--- config.mk ---
export PLATFORM = sky130hd
export DESIGN_NAME = eq_lockstep_ctrl
export DESIGN_NICKNAME = d
export VERILOG_FILES = /design/src/rtl/eq_ctrl_pkg.sv /design/src/rtl/eq_tok_fifo.sv /design/src/rtl/eq_lockstep_ctrl.sv
export SDC_FILE = /design/constraint.sdc
export NUM_CORES = 1
export LEC_CHECK = 0
export CAP_MARGIN = 10
export CELL_PAD_IN_SITES_DETAIL_PLACEMENT = 1
export CELL_PAD_IN_SITES_GLOBAL_PLACEMENT = 2
export CORE_ASPECT_RATIO = 1.25
export CORE_MARGIN = 2
export CORE_UTILIZATION = 40
export CTS_BUF_LIST = sky130_fd_sc_hd__clkbuf_4
export CTS_CLUSTER_DIAMETER = 50
export DETAILED_ROUTE_END_ITERATION = 10
export GPL_TIMING_DRIVEN = 0
export PLACE_DENSITY_LB_ADDON = 0.2
export SETUP_SLACK_MARGIN = 0.02
export SYNTH_ARGS = -nofsm -noshare
export SYNTH_HDL_FRONTEND = slang
export SYNTH_SLANG_ARGS = --single-unit
export TNS_END_PERCENT = 10
--- constraint.sdc ---
create_clock -name clk -period 2.8 [get_ports clk]
set_clock_uncertainty 0.2 [all_clocks]
set_input_delay 0.56 -clock clk [delete_from_list [all_inputs] [get_ports clk]]
set_output_delay 0.56 -clock clk [all_outputs]
set_load 0.005 [all_outputs]
--- src/rtl/eq_ctrl_pkg.sv ---
// Shared types and default sizing for the ILA-vs-HLS lockstep controller.
package eq_ctrl_pkg;

  localparam int unsigned DEF_DATA_W       = 8;
  localparam int unsigned DEF_DEPTH        = 4;
  localparam int unsigned DEF_CNT_W        = 16;
  localparam int unsigned DEF_DRAIN_CYCLES = 10;
  localparam int unsigned DEF_TIMEOUT      = 4096;

  typedef enum logic [2:0] {
    ST_IDLE  = 3'd0,
    ST_RUN   = 3'd1,
    ST_DRAIN = 3'd2,
    ST_CHECK = 3'd3,
    ST_PASS  = 3'd4,
    ST_FAIL  = 3'd5
  } state_t;

endpackage

--- src/rtl/eq_tok_fifo.sv ---
// Small synchronous token FIFO; dout always shows the head entry.
module eq_tok_fifo
  import eq_ctrl_pkg::*;
#(
  parameter int unsigned DATA_W = DEF_DATA_W,
  parameter int unsigned DEPTH  = DEF_DEPTH
) (
  input  logic              clk,
  input  logic              rst,
  input  logic              clear,
  input  logic              push,
  input  logic              pop,
  input  logic [DATA_W-1:0] din,
  output logic [DATA_W-1:0] dout,
  output logic              full,
  output logic              empty
);

  localparam int unsigned AW = $clog2(DEPTH);
  localparam int unsigned PW = AW + 1;

  logic [DATA_W-1:0] mem [DEPTH];
  logic [PW-1:0]     wr_ptr;
  logic [PW-1:0]     rd_ptr;

  // Pointer update; the extra MSB distinguishes full from empty.
  always_ff @(posedge clk) begin
    if (rst || clear) begin
      wr_ptr <= '0;
      rd_ptr <= '0;
    end else begin
      if (push) wr_ptr <= wr_ptr + PW'(1);
      if (pop)  rd_ptr <= rd_ptr + PW'(1);
    end
  end

  // Storage write; contents need no reset since pointers gate visibility.
  always_ff @(posedge clk) begin
    if (push) mem[wr_ptr[AW-1:0]] <= din;
  end

  assign dout  = mem[rd_ptr[AW-1:0]];
  assign empty = (wr_ptr == rd_ptr);
  assign full  = (wr_ptr[AW-1:0] == rd_ptr[AW-1:0]) && (wr_ptr[AW] != rd_ptr[AW]);

endmodule

--- src/rtl/eq_lockstep_ctrl.sv ---
// Lockstep scheduler and token scoreboard for ILA-vs-HLS equivalence runs.
module eq_lockstep_ctrl
  import eq_ctrl_pkg::*;
#(
  parameter int unsigned DATA_W       = DEF_DATA_W,
  parameter int unsigned DEPTH        = DEF_DEPTH,
  parameter int unsigned CNT_W        = DEF_CNT_W,
  parameter int unsigned DRAIN_CYCLES = DEF_DRAIN_CYCLES,
  parameter int unsigned TIMEOUT      = DEF_TIMEOUT
) (
  input  logic              clk,
  input  logic              rst,
  input  logic              start,
  input  logic              arg_0_TREADY,
  input  logic [DATA_W-1:0] ila_arg_0_TDATA,
  input  logic              ila_arg_0_TVALID,
  input  logic [DATA_W-1:0] hls_arg_0_TDATA,
  input  logic              hls_arg_0_TVALID,
  input  logic              ila_complete,
  input  logic              hls_complete,
  output logic              ila_step_en,
  output logic              hls_step_en,
  output logic              busy,
  output logic              pass,
  output logic              fail,
  output logic              mismatch,
  output logic              timeout,
  output logic [CNT_W-1:0]  ila_tok_cnt,
  output logic [CNT_W-1:0]  hls_tok_cnt
);

  state_t            state;
  state_t            state_next;
  logic              ila_done;
  logic              hls_done;
  logic [CNT_W-1:0]  run_cnt;
  logic [CNT_W-1:0]  drain_cnt;
  logic              ila_full;
  logic              ila_empty;
  logic              hls_full;
  logic              hls_empty;
  logic [DATA_W-1:0] ila_head;
  logic [DATA_W-1:0] hls_head;
  logic              in_run;
  logic              in_drain;
  logic              cmp_active;
  logic              ila_push;
  logic              hls_push;
  logic              cmp_pop;
  logic              cmp_bad;
  logic              both_done;
  logic              run_clear;
  logic              set_pass;
  logic              set_fail;
  logic              set_mismatch;
  logic              set_timeout;

  assign in_run     = (state == ST_RUN);
  assign in_drain   = (state == ST_DRAIN);
  assign cmp_active = in_run || in_drain || (state == ST_CHECK);
  assign busy       = in_run || in_drain;

  // Step enables drop with rst so both models freeze in the reset cycle.
  assign ila_step_en = ~rst & in_run & ~ila_done & ~ila_complete & ~ila_full;
  assign hls_step_en = ~rst & ((in_run & ~hls_done & ~hls_complete) | in_drain) & ~hls_full;

  assign ila_push  = ila_step_en & ila_arg_0_TVALID & arg_0_TREADY;
  assign hls_push  = hls_step_en & hls_arg_0_TVALID & arg_0_TREADY;
  assign cmp_pop   = cmp_active & ~ila_empty & ~hls_empty;
  assign cmp_bad   = cmp_pop & (ila_head != hls_head);
  assign both_done = (ila_done | ila_complete) & (hls_done | hls_complete);

  eq_tok_fifo #(.DATA_W(DATA_W), .DEPTH(DEPTH)) u_ila_fifo (
    .clk   (clk),
    .rst   (rst),
    .clear (run_clear),
    .push  (ila_push),
    .pop   (cmp_pop),
    .din   (ila_arg_0_TDATA),
    .dout  (ila_head),
    .full  (ila_full),
    .empty (ila_empty)
  );

  eq_tok_fifo #(.DATA_W(DATA_W), .DEPTH(DEPTH)) u_hls_fifo (
    .clk   (clk),
    .rst   (rst),
    .clear (run_clear),
    .push  (hls_push),
    .pop   (cmp_pop),
    .din   (hls_arg_0_TDATA),
    .dout  (hls_head),
    .full  (hls_full),
    .empty (hls_empty)
  );

  // State register.
  always_ff @(posedge clk) begin
    if (rst) state <= ST_IDLE;
    else     state <= state_next;
  end

  // Next-state and run-control decode; a data mismatch outranks every other exit.
  always_comb begin
    state_next   = state;
    run_clear    = 1'b0;
    set_pass     = 1'b0;
    set_fail     = 1'b0;
    set_mismatch = 1'b0;
    set_timeout  = 1'b0;
    case (state)
      ST_IDLE, ST_PASS, ST_FAIL: begin
        if (start) begin
          state_next = ST_RUN;
          run_clear  = 1'b1;
        end
      end
      ST_RUN: begin
        if (cmp_bad) begin
          state_next   = ST_FAIL;
          set_fail     = 1'b1;
          set_mismatch = 1'b1;
        end else if (both_done) begin
          state_next = ST_DRAIN;
        end else if (run_cnt == CNT_W'(TIMEOUT - 1)) begin
          state_next  = ST_FAIL;
          set_fail    = 1'b1;
          set_timeout = 1'b1;
        end
      end
      ST_DRAIN: begin
        if (cmp_bad) begin
          state_next   = ST_FAIL;
          set_fail     = 1'b1;
          set_mismatch = 1'b1;
        end else if (drain_cnt == CNT_W'(DRAIN_CYCLES - 1)) begin
          state_next = ST_CHECK;
        end
      end
      ST_CHECK: begin
        // Paired pops keep at most one entry on the shorter side, so with equal
        // token counts a clean compare this cycle leaves both FIFOs empty.
        if (cmp_bad) begin
          state_next   = ST_FAIL;
          set_fail     = 1'b1;
          set_mismatch = 1'b1;
        end else if ((ila_tok_cnt == hls_tok_cnt) && (ila_empty == hls_empty)) begin
          state_next = ST_PASS;
          set_pass   = 1'b1;
        end else begin
          state_next = ST_FAIL;
          set_fail   = 1'b1;
        end
      end
      default: state_next = ST_IDLE;
    endcase
  end

  // Run bookkeeping: done latches, cycle/token counters and sticky result flags.
  always_ff @(posedge clk) begin
    if (rst || run_clear) begin
      ila_done    <= 1'b0;
      hls_done    <= 1'b0;
      run_cnt     <= '0;
      drain_cnt   <= '0;
      ila_tok_cnt <= '0;
      hls_tok_cnt <= '0;
      pass        <= 1'b0;
      fail        <= 1'b0;
      mismatch    <= 1'b0;
      timeout     <= 1'b0;
    end else begin
      if (in_run) begin
        ila_done <= ila_done | ila_complete;
        hls_done <= hls_done | hls_complete;
        run_cnt  <= run_cnt + CNT_W'(1);
      end
      if (in_drain) drain_cnt <= drain_cnt + CNT_W'(1);
      if (ila_push && (ila_tok_cnt != '1)) ila_tok_cnt <= ila_tok_cnt + CNT_W'(1);
      if (hls_push && (hls_tok_cnt != '1)) hls_tok_cnt <= hls_tok_cnt + CNT_W'(1);
      if (set_pass)     pass     <= 1'b1;
      if (set_fail)     fail     <= 1'b1;
      if (set_mismatch) mismatch <= 1'b1;
      if (set_timeout)  timeout  <= 1'b1;
    end
  end

endmodule

==> impl_metrics.tcl, run 1 <==
set metrics [dict create \
    clkTransAtPathRegs_ns 0.13 \
    grt_first_pass_wirelength_um 27500 \
    ant_nets 0 \
    numCtsBuffers 17 \
    worstPathArrival_ns 1.91 \
    synth_top_area_cell "edfxtp_1" \
    syn_area_per_cell_um2 11.5 \
    status "finished, final reports clean" \
    areaGrowthSynthToFinish_pct 19.2 \
    n_fill_cell 1833 \
    synth_top_area_share_pct 27.9 \
    coreArea_mm2 0.0168 \
    io_buffers 61 \
    crit_chain "buf_6 -> nor3b_4 -> o311ai_4 -> nor2_2 -> dlygate4sd2_1" \
    drt_iter0_drc 174 \
    total_leakage_power_nw 2.87 \
    critPathSlowestCell "dfxtp_2" \
    root_buffer "clkbuf_4" \
    antenna_found_initial 1 \
    fin_nets 725 \
    yosys-top-cells-area "edfxtp_1, dfxtp_1, xor2_1" \
    power_density_mw_per_mm2 521 \
    path_class "flop to primary output" \
    ys_warn_count 0 \
    grt_pass1_vias 5037 \
    cp-start-kind "flop" \
    drc_errors 0 \
    postCtsHoldBufs 0 \
    relSlewSlack_pct 55.0 \
    crit_path_max_fanout 10 \
    vias 4781 \
    drive_gt1_share_pct 11.7 \
    final_area_mm2 0.00822 \
    fin_crit_sh_pct 95.3 \
    track_usage_pct 19.7 \
    worstSetupEndpointType "primary output" \
    yosysUniqueCellTypes 59 \
    rows 53 \
    clk_path_buf_depth 2 \
    max_stage_delay_ns 0.37 \
    post-route-util_pct 48.8 \
    ir_worst_vdd_mv 0.271 \
    cts_num_sinks 153 \
    synth_area_mm2 0.00690 \
    setup_viol 0 \
    fin_ws_ns 0.131 \
    pre_cts_ws_ns -0.549 \
    tightestPinTransition_ns 0.675 \
    hold_viol 0 \
    cts_tree "yes" \
    grt_start_max_net_pins 17 \
    synth_seq_cells 153 \
    gr-total-overflow 0 \
    synthCells 602 \
    min_period_ns 2.67 \
    rsz0062_at_grt "no" \
    pin_count 63 \
    seq_area_frac_synth_pct 53.7 \
    die_h_um 151 \
    slew_viol_final 0 \
    ys_async_sr_fraction_pct 0 \
    required_ns 2.04 \
    place_area_mm2 0.00778 \
    die-area_mm2 0.0183 \
    viasPerCell 5.20 \
    drv_cap 0 \
    drt-total-wl_um 16900 \
    hp-class "input port to flop" \
    synthFlopType "dfxtp_1" \
    cts_max_level 4 \
    start_util_pct 40.9 \
    clock.fmax_ghz 0.375 \
    fp.dieW_um 121 \
    clk_latency_ns 0.55 \
    gp_congestion 0.780 \
    synthesis.nets 641 \
    synth_edf_count 64 \
    first_pass_iters 4 \
    drt-wirelength-per-cell_um 18.4 \
    dp_hpwl_um 12200 \
]
cell usage after synthesis (3+ instances only):
library cell	count
nand4_1	23
mux4_1	8
ha_1	15
edfxtp_1	64
nor4_1	8
or3_1	6
dfxtp_1	89
and3_1	11
a21oi_1	15
mux4_2	8
nor2_1	83
o21ai_0	11
buf_1	6
nor3_1	6
and2_1	15
nand3_1	28
xor2_1	65
nor3_2	3
nor4_4	3
and4_1	6
clkbuf_1	6
nor2b_1	3
nand2_1	42
inv_1	12
mux2i_1	6
xnor2_1	20
metal layers:
metal	up-vias	GRT usage [%]	routed length [µm]
li1	2326	-	-
met1	2371	24.0	7320
met2	63	34.8	8810
met3	21	4.14	504
met4	0	6.49	312
met5	-	0	0
state kept, by name, indices dropped and copies added, names as in the netlist, named ones only:
register / flops
drain_cnt: 16
fail: 1
hls_done: 1
hls_tok_cnt: 16
ila_done: 1
ila_tok_cnt: 16
mismatch: 1
pass: 1
run_cnt: 16
state: 3
timeout: 1
u_hls_fifo.mem: 32
u_hls_fifo.rd_ptr: 3
u_hls_fifo.wr_ptr: 3
u_ila_fifo.mem: 32
u_ila_fifo.rd_ptr: 3
u_ila_fifo.wr_ptr: 3
worst max-delay path, delay by kind of cell, from the launching register on:
kind                   cells  cell delay, ns
and+or+nand+nor            2            0.44
buffers and inverters      2            0.40
DFF                        1            0.37
AOI/OAI and AO/OA          1            0.16
area by class of cell:
cell class                      instances  area, µm²  area share (%)
Inverter                               12       45.0           0.548
Multi-Input combinational cell        419       3120            38.0
Clock inverter                         15        168            2.04
Tap cell                              220        275            3.35
Timing Repair Buffer                   65        636            7.73
Antenna cell                            1       2.50          0.0305
Sequential cell                       153       3710            45.2
Buffer                                 18        129            1.57
Clock buffer                           17        128            1.55
stage by stage:
stage          instances  TNS (ns)  hold slack, ns  total power, mW
2_1_floorplan        602         0           0.249             2.68
5_1_grt              920         0           0.267             4.47
6_report             920         0           0.252             4.28
4_1_cts              919         0           0.213             4.33
3_3_place_gp         883    -25.30           0.274             2.85
3_5_place_dp         883    -28.15           0.272             2.87
report_power, final:
group          switching (mW)  total [mW]  internal, mW
logic                   0.288       0.484         0.196
registers              0.0387        2.39          2.35
clock network           0.855        1.40         0.550
total                    1.18        4.28          3.10
cell usage in the layout (no fill, tap or decap), types with 8 or more instances in the layout:
cell,count
xnor2_1,20
mux4_1,8
nand2_1,42
nor2_1,82
nand3_1,28
a21oi_1,15
nor4_1,8
edfxtp_1,64
and3_1,11
clkdlybuf4s50_1,57
clkbuf_4,17
mux4_2,8
xor2_1,61
ha_1,15
inv_1,12
nand4_1,23
and2_1,14
o21ai_0,11
dfxtp_1,85
timing repair:
item / 4_1_cts / 5_1_grt
setup buffers: 4 / 0
setup endpoints to repair: 13 / 42
pin swaps: 4 / 0
resized for setup: 24 / 5
cells by family after synthesis:
family / synth area share, %
AOI/OAI and AO/OA: 4.25
xor gates and xnor gates: 10.8
adders and majority gates: 2.72
buffers and inverters: 2.18
DFF: 53.7
muxes: 6.53
and+or+nand+nor: 19.8
final timing paths:
kind / startpoint / end / slack, ns / cells after the start
setup / recovery: state[1] / ila_step_en / 0.13 / 5
hold / removal: rst / state[2] / 0.25 / 2
setup reg to reg: state[1] / u_ila_fifo.mem[1][0] / 0.19 / 6
hold reg to reg: pass / pass / 0.30 / 2
Note: power is estimated with default switching activity, not from simulation.
==> inputs of run 2 (changes only) <==
--- a/config.mk
+++ b/config.mk
@@ -5,6 +5,7 @@
 export SDC_FILE = /design/constraint.sdc
 export NUM_CORES = 1
 export LEC_CHECK = 0
+export ABC_CLOCK_PERIOD_IN_PS = 2800
 export CAP_MARGIN = 10
 export CELL_PAD_IN_SITES_DETAIL_PLACEMENT = 1
 export CELL_PAD_IN_SITES_GLOBAL_PLACEMENT = 2
@@ -17,6 +18,7 @@
 export GPL_TIMING_DRIVEN = 0
 export PLACE_DENSITY_LB_ADDON = 0.2
 export SETUP_SLACK_MARGIN = 0.02
+export SLEW_MARGIN = 10
 export SYNTH_ARGS = -nofsm -noshare
 export SYNTH_HDL_FRONTEND = slang
 export SYNTH_SLANG_ARGS = --single-unit
==> results of run 2 <==
Same layout as run 1: the final DEF is identical, and so are final timing and power.
